$ cat src/rtl/xadc_sample_buffer_if.sv
// Read-side handshake of the XADC sample buffer: valid/ready plus 12-bit word.
// Master drives data/valid, slave answers with ready; no internal latency.
// Backpressure: slave holds rd_ready low to stall; master holds rd_data meanwhile.
interface xadc_sample_buffer_if;
  logic        rd_valid;
  logic        rd_ready;
  logic [11:0] rd_data;

  modport master (output rd_valid, output rd_data, input rd_ready);
  modport slave  (input rd_valid, input rd_data, output rd_ready);
endinterface

$ cat src/rtl/xadc_sample_buffer.sv
// Averages 2^AVG_LOG2 XADC samples per new_data edge into a FIFO; optional drop counter via XBUF_DROP_CNT_EN.
// Latency: final-sample edge at N gives rd_valid/level at N+1; temp_latest at N+1.
// Backpressure: rd_ready low stalls the FIFO; a push into a full FIFO without a pop is dropped and flags overflow.
module xadc_sample_buffer #(
  parameter int AVG_LOG2   = 3,
  parameter int DEPTH_LOG2 = 4
) (
  input  logic                  clk,
  input  logic                  rst,
  input  logic [11:0]           xadc_in,
  input  logic [11:0]           temp_in,
  input  logic                  new_data,
  input  logic                  clr_ovf,
  xadc_sample_buffer_if.master  rd,
  output logic [11:0]           temp_latest,
  output logic [DEPTH_LOG2:0]   level,
  output logic                  overflow
`ifdef XBUF_DROP_CNT_EN
  ,
  output logic [15:0]           drop_cnt
`endif
);

  localparam int DEPTH = 1 << DEPTH_LOG2;
  localparam int SW    = 12 + AVG_LOG2;
  localparam int CW    = (AVG_LOG2 > 0) ? AVG_LOG2 : 1;

  localparam logic [DEPTH_LOG2:0]   LVL_ONE  = (DEPTH_LOG2+1)'(1);
  localparam logic [DEPTH_LOG2:0]   LVL_FULL = (DEPTH_LOG2+1)'(DEPTH);
  localparam logic [DEPTH_LOG2-1:0] PTR_ONE  = DEPTH_LOG2'(1);
  localparam logic [CW-1:0]         CNT_ONE  = CW'(1);

  logic                  new_q;
  logic                  evt;
  logic [SW-1:0]         sum;
  logic [SW-1:0]         sum_plus;
  logic [CW-1:0]         cnt;
  logic                  last;
  logic [11:0]           avg;

  logic [11:0]           mem [DEPTH];
  logic [DEPTH_LOG2-1:0] wr_ptr;
  logic [DEPTH_LOG2-1:0] rd_ptr;
  logic [DEPTH_LOG2-1:0] rd_ptr_nxt;
  logic [DEPTH_LOG2:0]   level_nxt;
  logic                  push;
  logic                  pop;
  logic                  full;
  logic                  push_ok;
  logic                  drop;

  assign evt      = new_data & ~new_q;
  assign sum_plus = sum + SW'(xadc_in);
  assign last     = (AVG_LOG2 == 0) || (cnt == {CW{1'b1}});
  // With AVG_LOG2=0 sum stays zero, so avg is xadc_in unchanged.
  assign avg      = sum_plus[SW-1:AVG_LOG2];

  assign push     = evt & last;
  assign rd.rd_valid = (level != '0);
  assign pop      = rd.rd_valid & rd.rd_ready;
  assign full     = (level == LVL_FULL);
  assign push_ok  = push & (~full | pop);
  assign drop     = push & full & ~pop;

  always_comb begin
    rd_ptr_nxt = rd_ptr;
    level_nxt  = level;
    if (pop)
      rd_ptr_nxt = rd_ptr + PTR_ONE;
    case ({push_ok, pop})
      2'b10:   level_nxt = level + LVL_ONE;
      2'b01:   level_nxt = level - LVL_ONE;
      default: level_nxt = level;
    endcase
  end

  always_ff @(posedge clk or negedge rst) begin
    if (!rst) begin
      new_q       <= 1'b0;
      sum         <= '0;
      cnt         <= '0;
      temp_latest <= '0;
    end else begin
      new_q <= new_data;
      if (evt) begin
        temp_latest <= temp_in;
        if (last) begin
          sum <= '0;
          cnt <= '0;
        end else begin
          sum <= sum_plus;
          cnt <= cnt + CNT_ONE;
        end
      end
    end
  end

  always_ff @(posedge clk) begin
    if (push_ok)
      mem[wr_ptr] <= avg;
  end

  always_ff @(posedge clk or negedge rst) begin
    if (!rst) begin
      wr_ptr     <= '0;
      rd_ptr     <= '0;
      level      <= '0;
      rd.rd_data <= '0;
    end else begin
      if (push_ok)
        wr_ptr <= wr_ptr + PTR_ONE;
      rd_ptr <= rd_ptr_nxt;
      level  <= level_nxt;
      // Head register: bypass the RAM when the word being written becomes the new head.
      if (level_nxt != '0)
        rd.rd_data <= (push_ok && (wr_ptr == rd_ptr_nxt)) ? avg : mem[rd_ptr_nxt];
    end
  end

  always_ff @(posedge clk or negedge rst) begin
    if (!rst)
      overflow <= 1'b0;
    else if (drop)
      overflow <= 1'b1;
    else if (clr_ovf)
      overflow <= 1'b0;
  end

`ifdef XBUF_DROP_CNT_EN
  always_ff @(posedge clk or negedge rst) begin
    if (!rst)
      drop_cnt <= '0;
    else if (drop && clr_ovf)
      drop_cnt <= 16'd1;
    else if (drop) begin
      if (drop_cnt != 16'hFFFF)
        drop_cnt <= drop_cnt + 16'd1;
    end else if (clr_ovf)
      drop_cnt <= '0;
  end
`endif

endmodule

$ cat src/flat_wrapper.sv
// flat-port wrapper written by rule: the top's interface ports become plain ports
module xadc_sample_buffer_flat 
#(
  parameter int AVG_LOG2   = 3,
  parameter int DEPTH_LOG2 = 4
)
  (clk, rst, xadc_in, temp_in, new_data, clr_ovf, temp_latest, level, overflow, rd_rd_valid, rd_rd_data, rd_rd_ready);
  xadc_sample_buffer_if rd_i ();
  input  logic clk;
  input  logic rst;
  input  logic [11:0] xadc_in;
  input  logic [11:0] temp_in;
  input  logic new_data;
  input  logic clr_ovf;
  output logic [11:0] temp_latest;
  output logic [DEPTH_LOG2:0] level;
  output logic overflow;
  output wire logic [$bits(rd_i.rd_valid)-1:0] rd_rd_valid;
  output wire logic [$bits(rd_i.rd_data)-1:0] rd_rd_data;
  input wire logic [$bits(rd_i.rd_ready)-1:0] rd_rd_ready;
  assign rd_rd_valid = rd_i.rd_valid;
  assign rd_rd_data = rd_i.rd_data;
  assign rd_i.rd_ready = rd_rd_ready;
  xadc_sample_buffer #(.AVG_LOG2(AVG_LOG2), .DEPTH_LOG2(DEPTH_LOG2)) u_core (.clk(clk), .rst(rst), .xadc_in(xadc_in), .temp_in(temp_in), .new_data(new_data), .clr_ovf(clr_ovf), .rd(rd_i), .temp_latest(temp_latest), .level(level), .overflow(overflow));
endmodule
$ cat config.mk
export PLATFORM = sky130hd
export DESIGN_NAME = xadc_sample_buffer_flat
export DESIGN_NICKNAME = d
export VERILOG_FILES = /design/src/rtl/xadc_sample_buffer_if.sv /design/src/rtl/xadc_sample_buffer.sv /design/src/flat_wrapper.sv
export SDC_FILE = /design/constraint.sdc
export NUM_CORES = 1
export LEC_CHECK = 0
export ABC_AREA = 0
export BUFFER_PORTS_ARGS = -buffer_cell sky130_fd_sc_hd__buf_2
export CORE_UTILIZATION = 50
export CTS_CLUSTER_DIAMETER = 120
export DETAILED_ROUTE_END_ITERATION = 7
export GPL_TIMING_DRIVEN = 0
export PLACE_DENSITY_LB_ADDON = 0.15
export SLEW_MARGIN = 20
export SYNTH_ARGS = -nofsm -noshare
export SYNTH_HDL_FRONTEND = slang
export SYNTH_SLANG_ARGS = --single-unit
export TNS_END_PERCENT = 20
$ cat constraint.sdc
create_clock -name clk -period 3.6 [get_ports clk]
set_input_delay 0.54 -clock clk [delete_from_list [all_inputs] [get_ports clk]]
set_output_delay 0.54 -clock clk [all_outputs]
set_load 0.02 [all_outputs]
Yosys cells after proc, flatten, opt, wreduce, memory -nomap -nowiden
Memories as Yosys holds them, arrays and structs flattened. A register that Yosys moved wholly into a read port is not among the register bits.
Index checks and enable logic that the tools add are counted.
{ "op_classes": {"addsub": 6, "n_eq_ne": 4, "mux": 8, "bitwise": 10, "n_reduce_logical": 4} }
{ "ops": {"columns": ["cell", "n"], "rows": [
  ["$add A15 B12 Y15", 1],
  ["$mux W15", 1],
  ["$pmux W5 S2", 1],
  ["$reduce_bool A5 Y1", 2],
  ["$add A4 B1 Y4 const B", 2],
  ["$and A1 B1 Y1", 6],
  ["$add A5 B1 Y5 const B", 1],
  ["$eq A5 B5 Y1 const B", 1],
  ["$sub A5 B1 Y5 const B", 1],
  ["$mux W1", 4],
  ["$mux W4", 1],
  ["$add A3 B1 Y3 const B", 1],
  ["$eq A3 B3 Y1 const B", 1],
  ["$mux W3", 1],
  ["$not A1 Y1", 3],
  ["$eq A2 B1 Y1 const B", 1],
  ["$eq A2 B2 Y1 const B", 1],
  ["$reduce_bool A2 Y1", 1],
  ["$logic_not A1 Y1", 1],
  ["$or A1 B1 Y1", 1]
]} }
{ "totals": {"ff_bits": 45, "ramBits": 192, "input_bits": 29, "memories": 1} }
{ "mem_list": {"columns": ["name", "depth", "width", "read_ports", "rd_ports_with_merged_regs", "write_ports", "line_no", "source"], "rows": [
  ["u_core.mem", 16, 12, 1, 1, 1, "xadc_sample_buffer.sv:41", "logic [11:0] mem [DEPTH];"]
]} }

Longest topological paths before layout
{ "depth": {"depth_word": 7, "ltp_mapped": 13, "depth_no_buf": 12} }

Worst setup path after synthesis
No wires, ideal clock.
{ "synth_path": {"path_kind": "register -> register", "from": "register u_core.level[1]", "to": "register u_core.rd.rd_data[3] (read register of u_core.mem)", "arrival_time_ns": 3.292, "required_ns": 3.474, "setup_slack_ns": 0.182, "path_stages_with_launch": 13, "n_path_buf": 3, "period_less_slack_ns": 3.418, "path_cell_list": "dfrtp_1 buf_6 or4_1 buf_2 o211ai_2 xnor2_1 ha_1 mux2_1 or3_4 nor3_4 buf_6 a2111oi_0 a221o_1"} }
{ "synth_via": {"elab_chain_len": 7, "word_cells_on_any_way": 13, "classes_between": "add/sub: 2; eq/ne: 3; mux: 2; bitwise: 4; reduce/logical: 2"} }
{ "synth_lines": {"columns": ["element", "line_no", "source"], "rows": [
  ["from (decl)", "xadc_sample_buffer.sv:16", "output logic [DEPTH_LOG2:0] level,"],
  ["from (signal assigned)", "xadc_sample_buffer.sv:113", "level <= level_nxt;"],
  ["$reduce_bool A5 Y1 / $eq A5 B5 Y1 (equally long branches)", "xadc_sample_buffer.sv:59, xadc_sample_buffer.sv:61", null],
  ["$and A1 B1 Y1 / $not A1 Y1 (equally long branches)", "xadc_sample_buffer.sv:60, xadc_sample_buffer.sv:62", null],
  ["$or A1 B1 Y1", "xadc_sample_buffer.sv:62", "assign push_ok = push & (~full | pop);"],
  ["$and A1 B1 Y1", "xadc_sample_buffer.sv:62", null],
  ["$eq A2 B1 Y1 / $eq A2 B2 Y1 (equally long branches)", "xadc_sample_buffer.sv:70", "case ({push_ok, pop})"],
  ["$pmux W5 S2 *", "xadc_sample_buffer.sv:70", null],
  ["named net u_core.level_nxt[1]", "xadc_sample_buffer.sv:45", "logic [DEPTH_LOG2:0] level_nxt;"],
  ["$reduce_bool A5 Y1 *", "xadc_sample_buffer.sv:115", "if (level_nxt != '0)"],
  ["to (decl)", "xadc_sample_buffer_if.sv:9", "modport master (output rd_valid, output rd_data, input rd_ready);"]
]} }
The timed path passes the listed nets; every way through them passes the cells marked *.
A chain may end at the register's enable or synchronous reset.

Worst setup path after layout
Same ends and word-level chain as after synthesis.

==> out/qor.json <==
{
  "place": {
    "place_inst": 1150,
    "gp_congestion": 0.885,
    "dp_hpwl_um": 20900,
    "port_buffers": 59
  },
  "critical_path": {
    "worst_ep_required_time_ns": 4.00,
    "critical_path_class": "reg2reg",
    "worst_setup_path_end_kind": "register",
    "r2r_start": "u_core.level[1]",
    "worst-endpoint-arrival_ns": 3.95,
    "critical_path_peak_fanout": 7,
    "startpoint_type": "register",
    "crit_start": "u_core.level[1]",
    "r2r_worst_path_depth": 12
  },
  "grt": {
    "grt_pass1_vias": 7822,
    "grt.met1_usage": 0.351,
    "met2_usage_grt": 0.423,
    "grt.total_usage": 0.259,
    "grt_antenna_before_repair": 0,
    "grt_pass1_wl_um": 46000,
    "grt_remaining_overflow": 0,
    "met3_usage": 0.0381,
    "grt_max_degree": 58,
    "busiest_layer": "met2"
  },
  "floorplanning": {
    "rows": 55,
    "design.die.area_sq_um": 23800,
    "coreArea_sq_um": 22700,
    "start_util": 0.511,
    "floorplan.die.width_um": 154,
    "io_pins": 60,
    "dieHeight_um": 154
  },
  "synthesis": {
    "seq_area_frac_synth": 0.619,
    "mappedNetlistArea_sq_um": 11600,
    "synth-edff-count": 192,
    "synth_flop_cell": "edfxtp_1",
    "postSynthNetCount": 838,
    "ys_seq_elements": 249,
    "post_synth.cell_area_avg_sq_um": 14.7,
    "synthDistinctLibCells": 75,
    "synth_warnings": 0,
    "ys_async_sr_fraction": 0.229,
    "gate_count_of_the_mapped_netlist": 788
  },
  "clock_tree": {
    "path_clk_slew_ns": 0.06,
    "clk_path_buf_depth": 3,
    "number_of_buffers_inserted_during_clock_tree_synthesis": 26,
    "clock_sinks": 249,
    "htree_levels": 1,
    "cts_tree": "done",
    "clk_latency_ns": 0.53,
    "clk_root_buffer_cell": "clkbuf_16"
  },
  "route": {
    "routed_via_density": 6.30,
    "finalWirelength_um": 30300,
    "initial_drc_count": 736,
    "drcViolationCount": 0,
    "vias": 7632,
    "detail-route-antenna-nets": 0,
    "firstDrtPassIters": 5,
    "post_drt_wl_per_cell_um": 25.0
  },
  "run": {
    "max_cap_violations": 0
  },
  "worst_hold_path": {
    "min_path_type": "in2async"
  },
  "sta": {
    "rsz0062_at_grt": "true",
    "timing.final.hold_violations": 0,
    "post_route_minimum_period_ns": 3.54,
    "tightestPinTransition_ns": 1.01,
    "finalClockSkew_ns": 0.0129,
    "timing.final.crit_share": 0.984,
    "clock.fmax_mhz": 282,
    "report.final.slew_viol_count": 0,
    "worst_slew_margin_rel": 0.328,
    "setup-violations-final": 0
  },
  "finish": {
    "antenna_cells_inserted": 0,
    "most_used_cells_in_the_layout_excluding_fill_and_tap_cells": "edfxtp_1 (192), buf_2 (66), nand2_1 (59)",
    "layout.nets": 956,
    "final_cell_count_no_fill": 1211,
    "post_route_cells_drive_above_1_share": 0.293,
    "area.growth.synth_to_final_pct": 17.9,
    "layout.cells.most_common": "edfxtp_1"
  },
  "power": {
    "p_total_w": 0.0128,
    "ir_drop_mv": 0.636,
    "leakage_nw": 5.03,
    "pwr_density_nw_per_um2": 932
  },
  "outcome": {
    "outcome": "finished, final reports clean"
  }
}
## path summary, 6_finish.rpt
check / slack, ns / endpoint
max: 0.06 / u_core.rd.rd_data[3]
min in group clk: 0.15 / u_core.new_q
max reg2reg: 0.06 / u_core.rd.rd_data[3]
min reg2reg: 0.49 / u_core.sum[2]
max in group asynchronous: 2.96 / u_core.temp_latest[3]
min: 0.08 / u_core.level[1]
## synth_stat cells, drive strengths merged (3+ instances only)
library cell / instances / area share
a2111oi: 7 / 0.0053
a211oi: 5 / 0.0032
a21o: 4 / 0.0026
a21oi: 22 / 0.0098
a221o: 6 / 0.0052
a221oi: 3 / 0.0033
a22o: 12 / 0.0091
a311oi: 3 / 0.0023
a31oi: 8 / 0.0043
a32oi: 6 / 0.0045
and3: 3 / 0.0016
buf: 19 / 0.012
clkbuf: 31 / 0.010
dfrtp: 57 / 0.12
edfxtp: 192 / 0.50
ha: 20 / 0.022
inv: 16 / 0.0052
mux2: 17 / 0.016
mux2i: 48 / 0.041
mux4: 40 / 0.078
nand2: 59 / 0.019
nand2b: 6 / 0.0032
nand3: 5 / 0.0022
nor2: 34 / 0.011
nor2b: 5 / 0.0027
nor3: 18 / 0.0087
o211ai: 4 / 0.0051
o21ai: 27 / 0.012
o221ai: 24 / 0.018
o22ai: 18 / 0.0097
o311ai: 4 / 0.0030
o31ai: 4 / 0.0026
o41ai: 3 / 0.0023
or3: 5 / 0.0031
or4: 3 / 0.0019
xnor2: 16 / 0.012
xor2: 8 / 0.0067
## area by class of cell
cell class | count | area, sq um
fillers | 1755 | 9020
flip-flops and latches | 249 | 7190
multi-input cells | 472 | 4330
clock buffers | 46 | 827
repair buffers | 91 | 632
well taps | 285 | 357
plain buffers | 49 | 280
inverters | 17 | 65.1
clock inverters | 2 | 10.0
## flip-flops by register name (all words and copies together) (netlist names)
register,count
u_core.level,5
u_core.wr_ptr,4
u_core.rd_ptr,4
u_core.temp_latest,12
u_core.new_q,1
u_core.rd.rd_data,12
u_core.cnt,3
u_core.overflow,1
u_core.mem,192
u_core.sum,15
## critical path, cell delays in order (launching register included)
cell and delay [ns]:
dfrtp_1 0.38, buf_6 0.14, or4_4 0.53, buf_8 0.16, o211ai_4 0.26, xnor2_2 0.15, ha_2 0.28, mux2_2 0.27
or3_4 0.36, nor3_4 0.33, buf_6 0.18, a2111oi_0 0.06, a221o_1 0.30
## layer usage
metal | vias to the layer above | routed length (um) | part of all wire
met5 | - | 0 | 0
met4 | 0 | 1060 | 0.035
met3 | 73 | 2380 | 0.078
met2 | 345 | 14600 | 0.48
met1 | 3829 | 12300 | 0.41
li1 | 3385 | - | -
## power breakdown
| group | internal [W] | switching (W) | leakage, nW | total, W |
|---|---|---|---|---|
| Sequential | 0.00404 | 0.000241 | 2.42 | 0.00428 |
| Clock | 0.00154 | 0.00107 | 0.411 | 0.00261 |
| Combinational | 0.00225 | 0.00362 | 2.20 | 0.00587 |
| Total | 0.00783 | 0.00493 | 5.03 | 0.0128 |
## cells by family after synthesis
group	count (synthesis)	synth area share
buffers and inverters	67	0.0276
AO/OA/AOI/OAI	172	0.112
AND/OR/NAND/NOR	149	0.0617
multiplexers	105	0.135
flip-flops	249	0.619
XOR/XNOR	25	0.0207
adder cells (fa/ha/maj)	21	0.0233
## through the flow
stage                util  hold WS (ns)  cell area [sq um]  setup TNS [ns]  worst slack [ns]
floorplan               -         0.244              11600               0             0.182
global placement    0.540         0.467              12300          -64.67            -0.615
detailed placement  0.556         0.479              12600           -1.52            -0.198
CTS                 0.595         0.118              13500               0           0.00845
global route        0.603         0.148              13700          -0.101           -0.0431
finish              0.603        0.0750              13700               0            0.0571
## timing repair
action                                  in CTS  in global routing
gates resized for setup                      7                 34
setup buffers                                2                 12
endpoints found under the hold margin        0                  0
hold buffers                                 0                  0
endpoints found under the setup margin      11                 34
pin swaps                                    1                  4
No activity file was read; power rests on OpenSTA's default activity.
